File: config.mk
export PLATFORM = sky130hd
export DESIGN_NAME = lift_call_scheduler
export DESIGN_NICKNAME = d
export VERILOG_FILES = /design/src/rtl/lift_call_scheduler.sv
export SDC_FILE = /design/constraint.sdc
export NUM_CORES = 1
export LEC_CHECK = 0
export ABC_AREA = 1
export CAP_MARGIN = 20
export CORE_ASPECT_RATIO = 0.6
export CORE_UTILIZATION = 30
export CTS_CLUSTER_DIAMETER = 30
export DETAILED_ROUTE_END_ITERATION = 12
export HOLD_SLACK_MARGIN = 0.15
export PLACE_DENSITY = 0.44
export SYNTH_ARGS = -nofsm -noshare
export SYNTH_HDL_FRONTEND = slang
export SYNTH_SLANG_ARGS = --single-unit
File: constraint.sdc
create_clock -name i_clk -period 2.91 [get_ports i_clk]
set_input_delay 0.582 -clock i_clk [delete_from_list [all_inputs] [get_ports i_clk]]
set_output_delay 0.582 -clock i_clk [all_outputs]
set_load 0.01 [all_outputs]
File: src/rtl/lift_call_scheduler.sv
// Three-stop lift call scheduler: latches calls, runs a SCAN sequencer,
// and times floor travel and door dwell from a prescaled tick.
module lift_call_scheduler #(
  parameter int NUM_FLOORS   = 3,
  parameter int HOME_FLOOR   = 1,
  parameter int TICK_DIV     = 50000000,
  parameter int TRAVEL_TICKS = 2,
  parameter int DOOR_TICKS   = 3
) (
  input  logic                  i_clk,
  input  logic                  i_rst,
  input  logic [NUM_FLOORS-1:0] i_call_req,
  input  logic                  i_door_hold,
  output logic [1:0]            o_floor,
  output logic                  o_moving,
  output logic                  o_dir_up,
  output logic                  o_door_open,
  output logic                  o_arrive,
  output logic [NUM_FLOORS-1:0] o_pending
);

  localparam int NF   = NUM_FLOORS;
  localparam int PW   = $clog2(TICK_DIV);
  localparam int TMAX = (TRAVEL_TICKS > DOOR_TICKS) ? TRAVEL_TICKS : DOOR_TICKS;
  localparam int TW   = $clog2(TMAX + 1);

  typedef enum logic [1:0] {
    S_IDLE,
    S_MOVE,
    S_OPEN
  } state_t;

  state_t          r_state;
  logic [1:0]      r_floor;
  logic            r_dir;
  logic            r_arrive;
  logic [NF-1:0]   r_pending;
  logic [PW-1:0]   r_pre;
  logic [TW-1:0]   r_ticks;

  logic            w_tick;
  logic            w_arr;
  logic [1:0]      w_next;
  logic [NF-1:0]   w_cur_bit;
  logic [NF-1:0]   w_new_bit;
  logic [NF-1:0]   w_served;
  logic [NF-1:0]   w_req;
  logic [NF-1:0]   w_fwd;
  logic [NF-1:0]   w_bwd;
  logic [NF-1:0]   w_fwd_new;

  function automatic logic [NF-1:0] above(input logic [1:0] f);
    logic [NF-1:0] m;
    for (int i = 0; i < NF; i++) m[i] = (i > int'(f));
    return m;
  endfunction

  function automatic logic [NF-1:0] below(input logic [1:0] f);
    logic [NF-1:0] m;
    for (int i = 0; i < NF; i++) m[i] = (i < int'(f));
    return m;
  endfunction

  assign w_tick = (r_pre == PW'(TICK_DIV - 1));
  assign w_arr  = (r_state == S_MOVE) && w_tick &&
                  (r_ticks == TW'(TRAVEL_TICKS - 1));

  // Next floor is clamped at both ends even though SCAN never asks past them
  always_comb begin
    w_next = r_floor;
    if (r_dir) begin
      if (r_floor != 2'(NF - 1)) w_next = r_floor + 2'd1;
    end else begin
      if (r_floor != 2'd0) w_next = r_floor - 2'd1;
    end
  end

  assign w_cur_bit = NF'(1) << r_floor;
  assign w_new_bit = NF'(1) << w_next;
  assign w_req     = r_pending | i_call_req;
  assign w_fwd     = r_dir ? above(r_floor) : below(r_floor);
  assign w_bwd     = r_dir ? below(r_floor) : above(r_floor);
  assign w_fwd_new = r_dir ? above(w_next) : below(w_next);

  always_comb begin
    w_served = '0;
    if (r_state != S_MOVE) w_served = w_cur_bit;
    else if (w_arr)        w_served = w_new_bit;
  end

  always_ff @(posedge i_clk) begin
    if (i_rst) begin
      r_state   <= S_IDLE;
      r_floor   <= 2'(HOME_FLOOR);
      r_dir     <= 1'b1;
      r_arrive  <= 1'b0;
      r_pending <= '0;
      r_pre     <= '0;
      r_ticks   <= '0;
    end else begin
      r_pending <= w_req & ~w_served;
      r_arrive  <= 1'b0;
      r_pre     <= w_tick ? '0 : r_pre + 1'b1;
      unique case (r_state)
        S_IDLE: begin
          if (|(w_req & w_cur_bit)) begin
            r_state <= S_OPEN;
            r_pre   <= '0;
            r_ticks <= '0;
          end else if (|(r_pending & w_fwd)) begin
            r_state <= S_MOVE;
            r_pre   <= '0;
            r_ticks <= '0;
          end else if (|(r_pending & w_bwd)) begin
            r_state <= S_MOVE;
            r_dir   <= ~r_dir;
            r_pre   <= '0;
            r_ticks <= '0;
          end
        end
        S_MOVE: begin
          if (w_arr) begin
            r_floor  <= w_next;
            r_arrive <= 1'b1;
            r_ticks  <= '0;
            if (|(w_req & w_new_bit)) r_state <= S_OPEN;
            else if (!(|(r_pending & w_fwd_new))) r_state <= S_IDLE;
          end else if (w_tick) begin
            r_ticks <= r_ticks + 1'b1;
          end
        end
        S_OPEN: begin
          // A repeat call or held button restarts the whole dwell
          if (i_door_hold || |(i_call_req & w_cur_bit)) begin
            r_pre   <= '0;
            r_ticks <= '0;
          end else if (w_tick) begin
            if (r_ticks == TW'(DOOR_TICKS - 1)) begin
              r_state <= S_IDLE;
              r_ticks <= '0;
            end else begin
              r_ticks <= r_ticks + 1'b1;
            end
          end
        end
        default: r_state <= S_IDLE;
      endcase
    end
  end

  assign o_floor     = r_floor;
  assign o_moving    = (r_state == S_MOVE);
  assign o_dir_up    = r_dir;
  assign o_door_open = (r_state == S_OPEN);
  assign o_arrive    = r_arrive;
  assign o_pending   = r_pending;

endmodule

==> PnR_summary.wiki, run 1 <==
{| class="wikitable"
! Metric !! Value
|-
| Max clock buf depth || 2
|-
| CP arrival || 1.78 ns
|-
| Period minus WS final || 2.36 ns
|-
| TritonCTS buffer count || 5
|-
| DR DRC count || 0
|-
| Horizontal die dimension || 120 µm
|-
| M3 GR Usage || 3.98%
|-
| Flop-to-flop setup slack || 0.65 ns
|-
| Static leakage || 1.20 nW
|-
| Number of DRC markers in iteration 0 || 181
|-
| Total power density per cell area || 620 nW/µm²
|-
| Yosys top cell area share || 29.5%
|-
| Nets@finish || 403
|-
| Number of vias per cell || 4.51
|-
| Cell Rows || 25
|-
| Post-CTS Repair Setup Buffers || 0
|-
| Critical path endpoint category || output port
|-
| Worst-Margin Slew || 0.612 ns
|-
| Number of storage elements in the synthesis netlist || 37
|-
| Number of cells on the worst hold path || 1
|-
| Area contributors post-synth || dfxtp_1, nand2_1, inv_1, nor2_1, nor2_2
|-
| Total of cells resized after clock tree synthesis || 0
|-
| Layout fillers || 876
|-
| Antenna violations before repair || 0
|-
| Via count of the first global-routing pass || 2014
|-
| Synth-to-layout area growth || 17.5%
|-
| Max-cap check violation count || 0
|-
| Maximum net fanout on the critical path || 12
|-
| Global routing usage summed across all routing layers || 16.4%
|-
| Die outline height || 72.9 µm
|-
| Floorplan Core Area || 7980 µm²
|-
| Unrepaired setup endpoints after global routing || false
|-
| Largest voltage drop on the vdd net || 262 µV
|-
| Global routing usage on met1 || 27.8%
|-
| Classification of the worst-slack hold path || register to register
|-
| Router iterations before antenna repair || 4
|-
| Fraction of met2 tracks used by global routing || 18.8%
|-
| Die ar. || 8750 µm²
|-
| Hold Fails Final Rpt || 0
|-
| Wire length of the first global-routing pass || 10.8 mm
|-
| Nets in the synthesized netlist || 384
|-
| Pin count of the biggest net entering global routing || 19
|-
| Fraction of the yosys area taken by sequential cells || 29.5%
|-
| Tightest slew margin relative to the limit || 59.1%
|-
| Final clock period utilization by the worst path || 81.1%
|-
| Total global routing overflow || 0
|-
| Clock Sink Count || 37
|-
| Proportion of layout cells with a drive suffix above 1 || 15.0%
|-
| Clock latency on the worst-skew pair || 0.28 ns
|-
| Largest clock skew in the final design || 0.00321 ns
|-
| Cells after synthesis || 366
|-
| Worst Slack Setup Final || 0.550 ns
|-
| Top flip-flop cell by instance count after synthesis || dfxtp_1
|-
| Mean instance size in the synthesized netlist || 6.86 µm²
|-
| Length in cells of the worst reg-to-reg path || 10
|-
| R2R Path End || r_pre[18]$_SDFF_PP0_
|-
| End of the worst hold path || r_pre[0]$_SDFF_PP0_
|-
| Hold bufs inserted after CTS || 0
|-
| Number of buffers inserted by port buffering || 14
|-
| Clock tree root driver cell || clkbuf_16
|-
| Final HPWL from detailed placement || 5.26 mm
|-
| Total power after layout || 1.83 mW
|-
| Total length of routed wires || 6.61 mm
|-
| Crit Path Class || register to output port
|-
| Beginning of the worst register-to-register path || o_floor[1]$_SDFFE_PP0P_
|-
| Total I/O pin count || 15
|-
| Combined area of all synthesized cells || 2510 µm²
|-
| Setup total negative slack || 0 ns
|-
| Fraction of synthesis flops using an asynchronous set or reset pin || 0%
|-
| Number of enable flip-flop cells after synthesis || 0
|-
| Start point of the worst min-delay path || r_pre[0]$_SDFF_PP0_
|-
| Starting density of the core || 31.5%
|-
| Clock-pin slew on the worst setup and hold paths || 0.06 ns
|-
| Maximum achievable frequency || 424 MHz
|-
| Startpoint kind of the worst setup timing path || register
|-
| Result of the run || completed
|-
| Post-placement worst setup slack || 0.544 ns
|-
| Clock tree from TritonCTS || built
|-
| Netlist cell types || 41
|-
| Avg WL per Cell || 13.4 µm
|-
| Antenna Nets Post-Route || 0
|-
| Total via count in the routed design || 2230
|-
| Total setup violations reported at the end of the flow || 0
|-
| GPL Wtd Cong || 0.811
|-
| Most heavily used metal layer in global routing || met1
|-
| Final number of max-transition violations || 0
|-
| Antenna cell count || 0
|-
| Maximum level of the CTS H-tree || 2
|-
| Worst Path Required || 2.33 ns
|-
| Synth area leader || dfxtp_1
|-
| Synthesis warning total || 0
|}
## cell usage after synthesis, types with 5 or more instances
cell,n
a21oi_1,7
dfxtp_1,37
ha_1,12
inv_1,52
nand2_1,79
nand2_2,5
nand3_1,17
nand4_1,13
nor2_1,43
nor2_2,25
nor3_1,12
xor2_1,17
## how the worst max path moves through the flow
stage / from / endpoint / slack [ns] / depth (start not counted)
floorplan: o_floor[1]$_SDFFE_PP0P_ / r_pre[13]$_SDFF_PP0_ / 1.07 / 11
global placement: i_call_req[0] / r_pre[18]$_SDFF_PP0_ / 0.65 / 11
detailed placement: i_call_req[1] / r_pre[18]$_SDFF_PP0_ / 0.54 / 11
CTS: r_state[1]$_SDFFE_PP0P_ / o_moving / 0.52 / 3
global route: r_state[1]$_SDFFE_PP0P_ / o_moving / 0.45 / 3
finish: r_state[1]$_SDFFE_PP0P_ / o_moving / 0.55 / 3
## worst max-delay path: stages (launching register included)
cell and delay [ns]:
dfxtp_1 0.34, inv_1 0.09, ha_1 0.44, clkdlybuf4s50_1 0.63
## routing by layer
layer / wire, µm / share of wire, % / up-vias
met5: 0 / 0 / -
met4: 27 / 0.41 / 0
met3: 326 / 4.9 / 2
met2: 2140 / 32 / 39
met1: 4110 / 62 / 999
li1: - / - / 1190
## through the flow
step           instance area, µm²  utilization [%]  hold WS (ns)  cells
6_report                     2950             37.0         0.475    494
5_1_grt                      2950             37.0         0.503    494
4_1_cts                      2950             37.0         0.477    494
3_5_place_dp                 2780             34.8         0.464    486
3_3_place_gp                 2780             34.8         0.466    486
2_1_floorplan                2510                -         0.429    366
## where the power goes
part	internal, mW	total (mW)	switching [mW]	leakage (nW)
Clock	0.428	0.639	0.211	0.0841
Sequential	0.540	0.580	0.0397	0.300
Combinational	0.221	0.610	0.388	0.815
## layout by cell type, fill, tap and decap left out, types with 2 or more instances in the layout
| cell | netlist | routed |
|---|---|---|
| nand2_2 | 5 | 5 |
| nor4_1 | 2 | 2 |
| nand3_1 | 17 | 17 |
| nor2_2 | 25 | 25 |
| clkdlybuf4s50_1 | 0 | 14 |
| inv_2 | 4 | 4 |
| o21ai_2 | 3 | 3 |
| xnor2_1 | 2 | 2 |
| inv_1 | 52 | 52 |
| nand3b_1 | 3 | 3 |
| nor3_1 | 12 | 12 |
| buf_4 | 0 | 2 |
| dfxtp_1 | 37 | 37 |
| o21ai_1 | 2 | 2 |
| nand3_2 | 2 | 2 |
| clkbuf_16 | 0 | 5 |
| o211ai_1 | 3 | 3 |
| ha_1 | 12 | 12 |
| nand2_1 | 79 | 79 |
| a21oi_1 | 7 | 7 |
| nor2_1 | 43 | 43 |
| o21ai_0 | 4 | 4 |
| nand4_1 | 13 | 13 |
| xor2_1 | 17 | 17 |
## layout make-up
cell class / count / area [µm²] / share of cell area [%]
Inverter: 57 / 214 / 7.25
Clock buffer: 7 / 143 / 4.83
Sequential cell: 37 / 741 / 25.1
Tap cell: 108 / 135 / 4.58
Timing Repair Buffer: 17 / 175 / 5.93
Multi-Input combinational cell: 267 / 1510 / 51.3
Clock inverter: 1 / 30.0 / 1.02
## state kept, by name, summed over array words and instances (netlist names)
name and count:
o_floor 2, r_state 2, r_ticks 2, o_dir_up 1
o_arrive 1, o_pending 3, r_pre 26
## cells by family after synthesis
logic type / Yosys count / share of synthesized area, %
simple gates: 209 / 40.6
compound gates: 27 / 7.08
buf+inv: 62 / 10.2
xor+xnor: 19 / 6.63
flops: 37 / 29.5
fa+ha+maj: 12 / 5.98
Note: power is estimated with default switching activity, not from simulation.
==> run 2: changes to the inputs <==
--- a/config.mk
+++ b/config.mk
@@ -12,7 +12,7 @@
 export CTS_CLUSTER_DIAMETER = 30
 export DETAILED_ROUTE_END_ITERATION = 12
 export HOLD_SLACK_MARGIN = 0.15
-export PLACE_DENSITY = 0.44
+export PLACE_DENSITY = 0.46
 export SYNTH_ARGS = -nofsm -noshare
 export SYNTH_HDL_FRONTEND = slang
 export SYNTH_SLANG_ARGS = --single-unit
==> constraint.sdc (replaced) <==
create_clock -name i_clk -period 2.1 [get_ports i_clk]
set_input_delay 0.42 -clock i_clk [delete_from_list [all_inputs] [get_ports i_clk]]
set_output_delay 0.42 -clock i_clk [all_outputs]
set_load 0.01 [all_outputs]
==> PnR_summary.wiki, run 2 (same netlist as run 1, synthesis figures left out) <==
{| class="wikitable"
! Metric !! Value
|-
| Max-cap check violation count || 0
|-
| Comb power frac || 38.2%
|-
| Worst-Margin Slew || 0.344 ns
|-
| Proportion of layout cells with a drive suffix above 1 || 21.4%
|-
| Max clock buf depth || 2
|-
| Classification of the worst-slack hold path || register to register
|-
| Final number of max-transition violations || 0
|-
| Unrepaired setup endpoints after global routing || false
|-
| TritonCTS buffer count || 5
|-
| Clock tree from TritonCTS || built
|-
| Sw frac || 36.2%
|-
| CP arrival || 1.59 ns
|-
| GPL Wtd Cong || 0.809
|-
| Fraction of power consumed by the clock network || 30.3%
|-
| Hold bufs inserted after CTS || 0
|-
| Maximum level of the CTS H-tree || 2
|-
| Final HPWL from detailed placement || 5.21 mm
|-
| Worst Path Required || 1.68 ns
|-
| Most frequent standard cell in the layout excluding fill and tap cells || nand2_1
|-
| Critical path endpoint category || output port
|-
| Cell internal pwr || 1.62 mW
|-
| Avg WL per Cell || 12.7 µm
|-
| Final clock period utilization by the worst path || 95.5%
|-
| Total via count in the routed design || 2259
|-
| Largest clock skew in the final design || 0.00591 ns
|-
| Via count of the first global-routing pass || 2126
|-
| Number of DRC markers in iteration 0 || 158
|-
| Total setup violations reported at the end of the flow || 0
|-
| Pin count of the biggest net entering global routing || 14
|-
| Static leakage || 1.25 nW
|-
| Register with the most flip-flops || r_pre
|-
| Clock Sink Count || 37
|-
| Net switching power || 0.915 mW
|-
| DR DRC count || 0
|-
| Floorplan Core Area || 7980 µm²
|-
| Total I/O pin count || 15
|-
| Hold Fails Final Rpt || 0
|-
| Period minus WS final || 2.01 ns
|-
| Commonest non-fill, non-tap cells in the layout || nand2_1, inv_1, nor2_1
|-
| Worst-case hold slack || 0.492 ns
|-
| Post-DP Area || 2870 µm²
|-
| Setup total negative slack || 0 ns
|-
| Cell Rows || 25
|-
| Flop-to-flop setup slack || 0.22 ns
|-
| Antenna Nets Post-Route || 0
|-
| Largest voltage drop on the vdd net || 294 µV
|-
| DR top layer || met4
|-
| Nets@finish || 420
|-
| Router iterations before antenna repair || 5
|-
| Antenna cell count || 0
|-
| Global routing usage summed across all routing layers || 16.4%
|-
| Die outline height || 72.9 µm
|-
| Area of all placed cells without fillers || 3060 µm²
|-
| Total power after layout || 2.53 mW
|-
| Wire length of the first global-routing pass || 10.9 mm
|-
| Number of flip-flops in the largest register || 26
|-
| Antenna violations before repair || 0
|-
| Total global routing overflow || 0
|-
| Clock tree root driver cell || clkbuf_16
|-
| Utilization of the core after routing || 38.4%
|-
| Starting density of the core || 31.5%
|-
| Result of the run || completed
|-
| Die ar. || 8750 µm²
|-
| Wire length on met1 || 3.97 mm
|-
| Clock-pin slew on the worst setup and hold paths || 0.05 ns
|-
| Synth-to-layout area growth || 21.9%
|-
| Number of vias per cell || 4.43
|-
| Horizontal die dimension || 120 µm
|-
| Clock latency on the worst-skew pair || 0.29 ns
|-
| Startpoint kind of the worst setup timing path || register
|-
| Tightest slew margin relative to the limit || 76.9%
|-
| Total length of routed wires || 6.49 mm
|-
| Routed wl met3 || 307 µm
|-
| Crit Path Class || register to output port
|-
| Maximum net fanout on the critical path || 6
|-
| Maximum achievable frequency || 499 MHz
|-
| Total power density per cell area || 827 nW/µm²
|-
| Register share of total power || 31.5%
|-
| Total length of routed met2 wires || 2.11 mm
|-
| Number of buffers inserted by port buffering || 14
|}
[run 2: changes by cell type in the layout (fill, tap and decap cells not counted), moves of 2 or more]
cell,before,now
nor2_1,43,41
inv_2,4,6
buf_4,2,20
ha_1,12,9
nor2_2,25,27
ha_2,0,3
inv_1,52,50
dfxtp_2,0,3
dfxtp_1,37,34
[run 2: power groups by stage]
stage               sequential (mW)  clock, mW  combinational [mW]
floorplan                     0.801          0               0.631
global placement              0.811          0               0.923
detailed placement            0.812          0               0.922
CTS                           0.796      0.788               0.925
global route                  0.803      0.815                1.09
finish                        0.796      0.767               0.967
[run 2: layer usage]
metal	track usage, %	up-vias
met5	0	-
met4	6.25	0
met3	3.52	7
met2	18.5	47
met1	27.5	974
li1	-	1231
[run 2: final timing paths]
path / start / end / cells after the start
worst max register to register: o_floor[0]$_SDFFE_PP1P_ / r_pre[18]$_SDFF_PP0_ / 12
worst min register to register: r_ticks[0]$_SDFFE_PP0P_ / r_ticks[0]$_SDFFE_PP0P_ / 2
worst max-delay path: r_state[0]$_SDFFE_PP0P_ / o_door_open / 3
worst min-delay path: r_ticks[0]$_SDFFE_PP0P_ / r_ticks[0]$_SDFFE_PP0P_ / 2
[run 2: cell type report]
class,instances,area [µm²]
Clock buffer,6,139
Sequential cell,37,744
Timing Repair Buffer,34,290
Clock inverter,1,7.51
Inverter,57,214
Tap cell,108,135
Multi-Input combinational cell,267,1530
Fill cell,839,4920
[run 2: critical path: stages (launching register included)]
cell and delay, ns:
dfxtp_1 0.33, inv_1 0.09, ha_1 0.30, clkdlybuf4s50_1 0.58
[run 2: what timing repair did]
item	in CTS	in global routing
gates resized for setup	0	11
buffers inserted	0	3
setup endpoints to repair	0	27
[run 2: stage by stage]
step                      worst slack, ns  instances
after floorplan                     0.259        366
after global placement             0.0884        500
after detailed placement           0.0291        500
after CTS                          0.0192        507
after global routing              0.00150        510
final                              0.0943        510
